<file path="src/rtl/fetch_unit_pkg.sv">
// Shared types and constants for the instruction fetch unit.
package fetch_unit_pkg;

  localparam int unsigned XLEN = 32;
  localparam logic [XLEN-1:0] PC_INC = 32'd4;

  typedef enum logic {
    RUN   = 1'b0,
    DRAIN = 1'b1
  } fetch_state_e;

  typedef struct packed {
    logic [XLEN-1:0] pc;
    logic [XLEN-1:0] inst;
  } buf_entry_t;

endpackage

</file>
<file path="src/rtl/fetch_unit_if.sv">
// Fetch unit bus bundle: redirect input, imem request/response, decode output.
interface fetch_unit_if;
  logic        redirect_valid;
  logic [31:0] redirect_pc;
  logic        imem_req_valid;
  logic        imem_req_ready;
  logic [31:0] imem_req_addr;
  logic        imem_rsp_valid;
  logic [31:0] imem_rsp_data;
  logic        inst_valid;
  logic        inst_ready;
  logic [31:0] inst_data;
  logic [31:0] inst_pc;

  // Fetch unit side
  modport master (
    input  redirect_valid, redirect_pc,
    output imem_req_valid, imem_req_addr,
    input  imem_req_ready,
    input  imem_rsp_valid, imem_rsp_data,
    output inst_valid, inst_data, inst_pc,
    input  inst_ready
  );

  // Environment side (memory, next-PC logic, decode)
  modport slave (
    output redirect_valid, redirect_pc,
    input  imem_req_valid, imem_req_addr,
    output imem_req_ready,
    output imem_rsp_valid, imem_rsp_data,
    input  inst_valid, inst_data, inst_pc,
    output inst_ready
  );
endinterface

</file>
<file path="src/rtl/fetch_buf.sv">
// Synchronous FIFO of {pc, inst} entries with a single-cycle flush.
module fetch_buf
  import fetch_unit_pkg::*;
#(
  parameter int unsigned DEPTH = 2,
  localparam int unsigned CW = $clog2(DEPTH + 1)
) (
  input  logic          clk,
  input  logic          rst_n,
  input  logic          i_flush,
  input  logic          i_push,
  input  buf_entry_t    i_push_data,
  input  logic          i_pop,
  output logic          o_valid,
  output buf_entry_t    o_head,
  output logic [CW-1:0] o_count
);

  localparam int unsigned AW = (DEPTH > 1) ? $clog2(DEPTH) : 1;

  buf_entry_t    r_mem [DEPTH];
  logic [AW-1:0] r_wr_ptr;
  logic [AW-1:0] r_rd_ptr;
  logic [CW-1:0] r_count;
  logic          w_push;
  logic          w_pop;

  function automatic logic [AW-1:0] ptr_inc(input logic [AW-1:0] p);
    return (p == AW'(DEPTH - 1)) ? '0 : p + AW'(1);
  endfunction

  // Pop only when non-empty; push at full allowed only together with a pop
  assign w_pop  = i_pop && (r_count != '0);
  assign w_push = i_push && ((r_count < CW'(DEPTH)) || w_pop);

  // Storage, pointers and occupancy
  always_ff @(posedge clk or negedge rst_n) begin
    if (!rst_n) begin
      for (int i = 0; i < int'(DEPTH); i++) r_mem[i] <= '0;
      r_wr_ptr <= '0;
      r_rd_ptr <= '0;
      r_count  <= '0;
    end else if (i_flush) begin
      r_wr_ptr <= '0;
      r_rd_ptr <= '0;
      r_count  <= '0;
    end else begin
      if (w_push) begin
        r_mem[r_wr_ptr] <= i_push_data;
        r_wr_ptr        <= ptr_inc(r_wr_ptr);
      end
      if (w_pop) r_rd_ptr <= ptr_inc(r_rd_ptr);
      r_count <= r_count + CW'(w_push) - CW'(w_pop);
    end
  end

  assign o_valid = (r_count != '0);
  assign o_head  = r_mem[r_rd_ptr];
  assign o_count = r_count;

endmodule

</file>
<file path="src/rtl/fetch_unit.sv">
// Instruction fetch unit: credit-limited in-order imem requests, response
// buffering, redirect with stale-response draining.
// Optional macro FETCH_PERF_CNT_EN adds perf_fetch_cnt / perf_flush_cnt.
module fetch_unit
  import fetch_unit_pkg::*;
#(
  parameter logic [31:0] RESET_PC  = 32'h0000_0000,
  parameter int unsigned BUF_DEPTH = 2
) (
  input  logic         clk,
  input  logic         rst_n,
  fetch_unit_if.master bus
`ifdef FETCH_PERF_CNT_EN
  ,
  output logic [31:0]  perf_fetch_cnt,
  output logic [31:0]  perf_flush_cnt
`endif
);

  localparam int unsigned CW = $clog2(BUF_DEPTH + 1);

  fetch_state_e  r_state;
  logic [31:0]   r_pc;
  logic [31:0]   r_rsp_pc;
  logic [CW-1:0] r_out;
  logic          r_req_valid;

  fetch_state_e  w_state_nxt;
  logic [CW-1:0] w_out_nxt;
  logic [CW-1:0] w_occ;
  logic [CW-1:0] w_occ_nxt;
  logic [CW:0]   w_credit;
  logic          w_req_valid_nxt;
  logic          w_req_fire;
  logic          w_rsp_ok;
  logic          w_push;
  logic          w_pop;
  logic          w_buf_valid;
  logic          w_inst_valid;
  logic [31:0]   w_target;
  buf_entry_t    w_head;
  buf_entry_t    w_push_data;

  assign w_req_fire   = r_req_valid && bus.imem_req_ready;
  // A response with nothing outstanding is spurious and ignored
  assign w_rsp_ok     = bus.imem_rsp_valid && (r_out != '0);
  assign w_push       = w_rsp_ok && (r_state == RUN) && !bus.redirect_valid;
  assign w_inst_valid = w_buf_valid && !bus.redirect_valid;
  assign w_pop        = w_inst_valid && bus.inst_ready;
  assign w_target     = {bus.redirect_pc[31:2], 2'b00};
  assign w_push_data  = '{pc: r_rsp_pc, inst: bus.imem_rsp_data};

  // Next-cycle accounting; in DRAIN no requests issue, so the outstanding
  // count doubles as the number of responses still to be dropped
  always_comb begin
    w_out_nxt   = r_out + CW'(w_req_fire) - CW'(w_rsp_ok);
    w_occ_nxt   = bus.redirect_valid ? '0 : (w_occ + CW'(w_push) - CW'(w_pop));
    w_state_nxt = RUN;
    if ((w_out_nxt != '0) && (bus.redirect_valid || (r_state == DRAIN))) begin
      w_state_nxt = DRAIN;
    end
    w_credit        = {1'b0, w_out_nxt} + {1'b0, w_occ_nxt};
    w_req_valid_nxt = (w_state_nxt == RUN) && (w_credit < (CW + 1)'(BUF_DEPTH));
  end

  // FSM, fetch PC, response PC tracker, outstanding count, request valid
  always_ff @(posedge clk or negedge rst_n) begin
    if (!rst_n) begin
      r_state     <= RUN;
      r_pc        <= RESET_PC;
      r_rsp_pc    <= RESET_PC;
      r_out       <= '0;
      r_req_valid <= 1'b0;
    end else begin
      r_state     <= w_state_nxt;
      r_out       <= w_out_nxt;
      r_req_valid <= w_req_valid_nxt;
      if (bus.redirect_valid)  r_pc <= w_target;
      else if (w_req_fire)     r_pc <= r_pc + PC_INC;
      if (bus.redirect_valid)  r_rsp_pc <= w_target;
      else if (w_push)         r_rsp_pc <= r_rsp_pc + PC_INC;
    end
  end

  fetch_buf #(.DEPTH(BUF_DEPTH)) u_buf (
    .clk         (clk),
    .rst_n       (rst_n),
    .i_flush     (bus.redirect_valid),
    .i_push      (w_push),
    .i_push_data (w_push_data),
    .i_pop       (w_pop),
    .o_valid     (w_buf_valid),
    .o_head      (w_head),
    .o_count     (w_occ)
  );

  assign bus.imem_req_valid = r_req_valid;
  assign bus.imem_req_addr  = r_pc;
  assign bus.inst_valid     = w_inst_valid;
  assign bus.inst_data      = w_head.inst;
  assign bus.inst_pc        = w_head.pc;

`ifdef FETCH_PERF_CNT_EN
  // Wrapping counters of decode handshakes and redirects
  always_ff @(posedge clk or negedge rst_n) begin
    if (!rst_n) begin
      perf_fetch_cnt <= '0;
      perf_flush_cnt <= '0;
    end else begin
      if (w_pop)              perf_fetch_cnt <= perf_fetch_cnt + 32'd1;
      if (bus.redirect_valid) perf_flush_cnt <= perf_flush_cnt + 32'd1;
    end
  end
`endif

endmodule

</file>
<file path="src/flat_wrapper.sv">
// flat-port wrapper written by rule: the top's interface ports become plain ports
module fetch_unit_flat import fetch_unit_pkg::*;
#(
  parameter logic [31:0] RESET_PC  = 32'h0000_0000,
  parameter int unsigned BUF_DEPTH = 2
)
  (clk, rst_n, bus_redirect_valid, bus_redirect_pc, bus_imem_req_valid, bus_imem_req_addr, bus_imem_req_ready, bus_imem_rsp_valid, bus_imem_rsp_data, bus_inst_valid, bus_inst_data, bus_inst_pc, bus_inst_ready);
  fetch_unit_if bus_i ();
  input  logic clk;
  input  logic rst_n;
  input wire logic [$bits(bus_i.redirect_valid)-1:0] bus_redirect_valid;
  input wire logic [$bits(bus_i.redirect_pc)-1:0] bus_redirect_pc;
  output wire logic [$bits(bus_i.imem_req_valid)-1:0] bus_imem_req_valid;
  output wire logic [$bits(bus_i.imem_req_addr)-1:0] bus_imem_req_addr;
  input wire logic [$bits(bus_i.imem_req_ready)-1:0] bus_imem_req_ready;
  input wire logic [$bits(bus_i.imem_rsp_valid)-1:0] bus_imem_rsp_valid;
  input wire logic [$bits(bus_i.imem_rsp_data)-1:0] bus_imem_rsp_data;
  output wire logic [$bits(bus_i.inst_valid)-1:0] bus_inst_valid;
  output wire logic [$bits(bus_i.inst_data)-1:0] bus_inst_data;
  output wire logic [$bits(bus_i.inst_pc)-1:0] bus_inst_pc;
  input wire logic [$bits(bus_i.inst_ready)-1:0] bus_inst_ready;
  assign bus_i.redirect_valid = bus_redirect_valid;
  assign bus_i.redirect_pc = bus_redirect_pc;
  assign bus_imem_req_valid = bus_i.imem_req_valid;
  assign bus_imem_req_addr = bus_i.imem_req_addr;
  assign bus_i.imem_req_ready = bus_imem_req_ready;
  assign bus_i.imem_rsp_valid = bus_imem_rsp_valid;
  assign bus_i.imem_rsp_data = bus_imem_rsp_data;
  assign bus_inst_valid = bus_i.inst_valid;
  assign bus_inst_data = bus_i.inst_data;
  assign bus_inst_pc = bus_i.inst_pc;
  assign bus_i.inst_ready = bus_inst_ready;
  fetch_unit #(.RESET_PC(RESET_PC), .BUF_DEPTH(BUF_DEPTH)) u_core (.clk(clk), .rst_n(rst_n), .bus(bus_i));
endmodule
</file>
<file path="config.mk">
export PLATFORM = sky130hd
export DESIGN_NAME = fetch_unit_flat
export DESIGN_NICKNAME = d
export VERILOG_FILES = /design/src/rtl/fetch_unit_pkg.sv /design/src/rtl/fetch_unit_if.sv /design/src/rtl/fetch_buf.sv /design/src/rtl/fetch_unit.sv /design/src/flat_wrapper.sv
export SDC_FILE = /design/constraint.sdc
export NUM_CORES = 1
export LEC_CHECK = 0
export CELL_PAD_IN_SITES_DETAIL_PLACEMENT = 1
export CELL_PAD_IN_SITES_GLOBAL_PLACEMENT = 1
export CORE_MARGIN = 2
export CORE_UTILIZATION = 46
export DETAILED_ROUTE_END_ITERATION = 6
export GPL_TIMING_DRIVEN = 0
export PLACE_DENSITY = 0.9
export SLEW_MARGIN = 20
export SYNTH_ARGS = -nofsm -noshare
export SYNTH_HDL_FRONTEND = slang
export SYNTH_SLANG_ARGS = --single-unit
export TNS_END_PERCENT = 1
</file>
<file path="constraint.sdc">
create_clock -name clk -period 7.7 [get_ports clk]
set_clock_uncertainty 0.1 [all_clocks]
set_input_delay 0.77 -clock clk [delete_from_list [all_inputs] [get_ports clk]]
set_output_delay 0.77 -clock clk [all_outputs]
set_load 0.01 [all_outputs]
</file>
==> run summary <==
run status = finished clean
Worst setup SP type = primary input
GRT Resource Usage Total = 27.1%
clk_lat worst skew = 0.43 ns
Leak Pwr = 5.03 nW
FP Rows = 53
R2R depth = 10
vias per cell = 6.04
synth warn = 0
uppermost routed layer = met4
Resize count post-CTS = 0
Finish-stage setup viols = 0
core area = 20,900 µm²
antenna cells = 0
Max clock buf depth = 2
RSZ-0062 raised after global routing = false
Crit-path slowest cell = clkdlybuf4s50_1
first-pass GRT wire length = 46,800 µm
Cell variety after synth = 56
layout cell share with drive strength beyond 1 = 27.6%
Inserted Clock Buffers = 17
Syn Area/Cell = 12.0 µm²
top_reg_cell synth = dfrtp_1
WP data arrival = 3.89 ns
Final Instance Count excl. Fillers = 1,282
Fmax achieved = 0.275 GHz
CTS sink cnt = 192
DP HPWL = 20,300 µm
fin crit share = 47.3%
DRT antenna net count = 0
Max-Cap Viols = 0
async set-or-reset flop fraction in the synthesized netlist = 100%
Worst Max-Slew Pin Slew = 0.893 ns
count of flip-flops with a built-in enable after synthesis = 0
met1 WL = 11,900 µm
Die ar. = 22,300 µm²
starting density of the core = 46.6%
final net count = 1,074
Die Y = 149 µm
synthesized flop and latch total = 192
Syn Inst Count = 810
cell area after synthesis = 9730 µm²
Seq/Total Area, Yosys = 49.4%
most common library cell in the layout ignoring fill and taps = mux2_2
Min-Delay Path Class = primary input to asynchronous set/reset pin
CTS tree = done
Setup TNS Final = 0 ns
end-of-flow core utilization = 58.9%
DRT Wirelength = 29,400 µm
pre-CTS setup slack = 3.73 ns
DRC viols = 0
per-cell routed wire length = 22.9 µm
Worst R2R End = u_core.bus.imem_req_valid
Met2 Wirelength = 14,500 µm
hold_buf cts = 0
largest net degree at the start of global routing = 93
crit path kind = primary input to flip-flop
drt first pass iters = 4
dpl cells = 1,251
crit-path max FO = 10
initial antenna violation count = 0
number of port buffers = 161
critical path endpoint category = flip-flop
Final WS setup = 4.06 ns
Die X = 149 µm
Top Ports = 168
clock slew at reported path FFs = 0.07 ns
Final Max Tran Viols = 0
area added between synthesis and finish = 26.5%
vias in the first global route = 8,410
worst path cell trace = clkdlybuf4s50_1, buf_2, nor2_1, and2_1, ha_1, inv_1, ha_1, xor2_1, xnor2_1, nor2_1, fa_1, nor3_1
Initial DRC Count = 560
Max H-tree Level = 4
VDD IR max = 151 µV
CTS root buffer = clkbuf_16
most frequent cells in the layout = mux2_2 (196), dfrtp_1 (192), clkdlybuf4s50_1 (160)
GRT overflow = 0
crit path time final = 3.64 ns
postcts setup bufs = 0
pwr dens = 320 nW/µm²
Worst R2R Setup Slack = 4.83 ns
Worst Path Required = 7.95 ns
Crit path largest cell delay = 0.76 ns
routed wl met3 = 2060 µm
Final Hold Viols = 0
worst r2r src = u_core.r_out[1]
Worst slew margin = 39.9%
routed via count = 7,748
routability cong. = 0.900
[worst max-delay path: cells and delay by family]
kind,cells,cell delay [ns]
buffers and inverters,3,1.17
AND/OR/NAND/NOR,4,0.64
adder cells (fa/ha/maj),3,0.98
XOR/XNOR,2,0.33
[layer usage]
| layer | vias to the layer above | track usage [%] |
|---|---|---|
| met4 | 0 | 11.3 |
| met1 | 3927 | 33.8 |
| met3 | 77 | 5.34 |
| met5 | - | 0 |
| met2 | 344 | 45.9 |
| li1 | 3400 | - |
[state kept, by name, summed over array words and instances, names as in the netlist]
signal,cells
u_core.u_buf.o_count,2
u_core.r_rsp_pc,30
u_core.bus.imem_req_valid,1
u_core.bus.imem_req_addr,30
u_core.u_buf.r_rd_ptr,1
u_core.u_buf.r_mem,124
u_core.r_out,2
u_core.u_buf.r_wr_ptr,1
u_core.r_state,1
[report_power, final]
group          switching (mW)  internal [mW]  total [mW]
logic                   0.629          0.892        1.52
clock network           0.408          0.436       0.844
registers               0.230           1.34        1.57
[Yosys cell counts, drive strengths merged, types with 9 or more instances]
library cell | count | share of area [%]
dfrtp | 192 | 49
or4 | 16 | 1.3
nor2 | 41 | 1.7
and3 | 9 | 0.58
o31ai | 19 | 1.5
nand4 | 30 | 2.3
nor2b | 10 | 0.64
a31oi | 15 | 0.96
a311oi | 16 | 1.4
nand2 | 19 | 0.73
nand3 | 16 | 0.87
a211oi | 9 | 0.69
nor4 | 28 | 1.9
nor3 | 18 | 1.1
inv | 10 | 0.39
mux2 | 196 | 23
xor2 | 11 | 0.99
and4 | 13 | 1.2
clkbuf | 26 | 1.0
buf | 36 | 2.3
a21oi | 10 | 0.51
xnor2 | 13 | 1.2
[through the flow]
step	total power, mW	hold WS [ns]	instance area (µm²)
after floorplan	2.36	0.374	9740
after global placement	3.00	0.381	11700
after detailed placement	3.09	0.390	11800
after CTS	3.97	0.0246	12300
after global routing	4.15	0.0256	12300
final	3.94	0.0336	12300
[how the worst max path moves through the flow]
stage | from | end | slack (ns) | cells past startpoint
4_1_cts | u_core.u_buf.r_rd_ptr | bus_inst_pc[29] | 4.06 | 4
3_3_place_gp | rst_n | u_core.u_buf.r_mem[19] | -2.19 | 1
6_report | bus_redirect_valid | u_core.bus.imem_req_valid | 4.06 | 12
3_5_place_dp | bus_redirect_valid | u_core.bus.imem_req_valid | 3.73 | 12
5_1_grt | bus_redirect_valid | u_core.bus.imem_req_valid | 3.94 | 12
2_1_floorplan | bus_redirect_valid | u_core.bus.imem_req_valid | 4.82 | 11
[logic make-up (layout without fill, tap and decap cells)]
kind of cell,Yosys count,count (layout),synth area share [%]
mux,199,199,23.0
xor+xnor,24,24,2.16
other cells,1,4,0.0385
buf+inv,73,267,3.74
fa+ha+maj,9,9,1.23
flops,192,192,49.4
compound gates,87,87,6.45
simple gates,225,225,14.0
[area by class of cell]
class                   instances  area, µm²
clock buffers                  19        453
fillers                      2210       8580
repair buffers                163       1670
clock inverters                12       98.8
inverters                      11       41.3
flip-flops and latches        192       4800
multi-input cells             548       4580
plain buffers                  62        323
well taps                     275        344
Note: power is estimated with default switching activity, not from simulation.
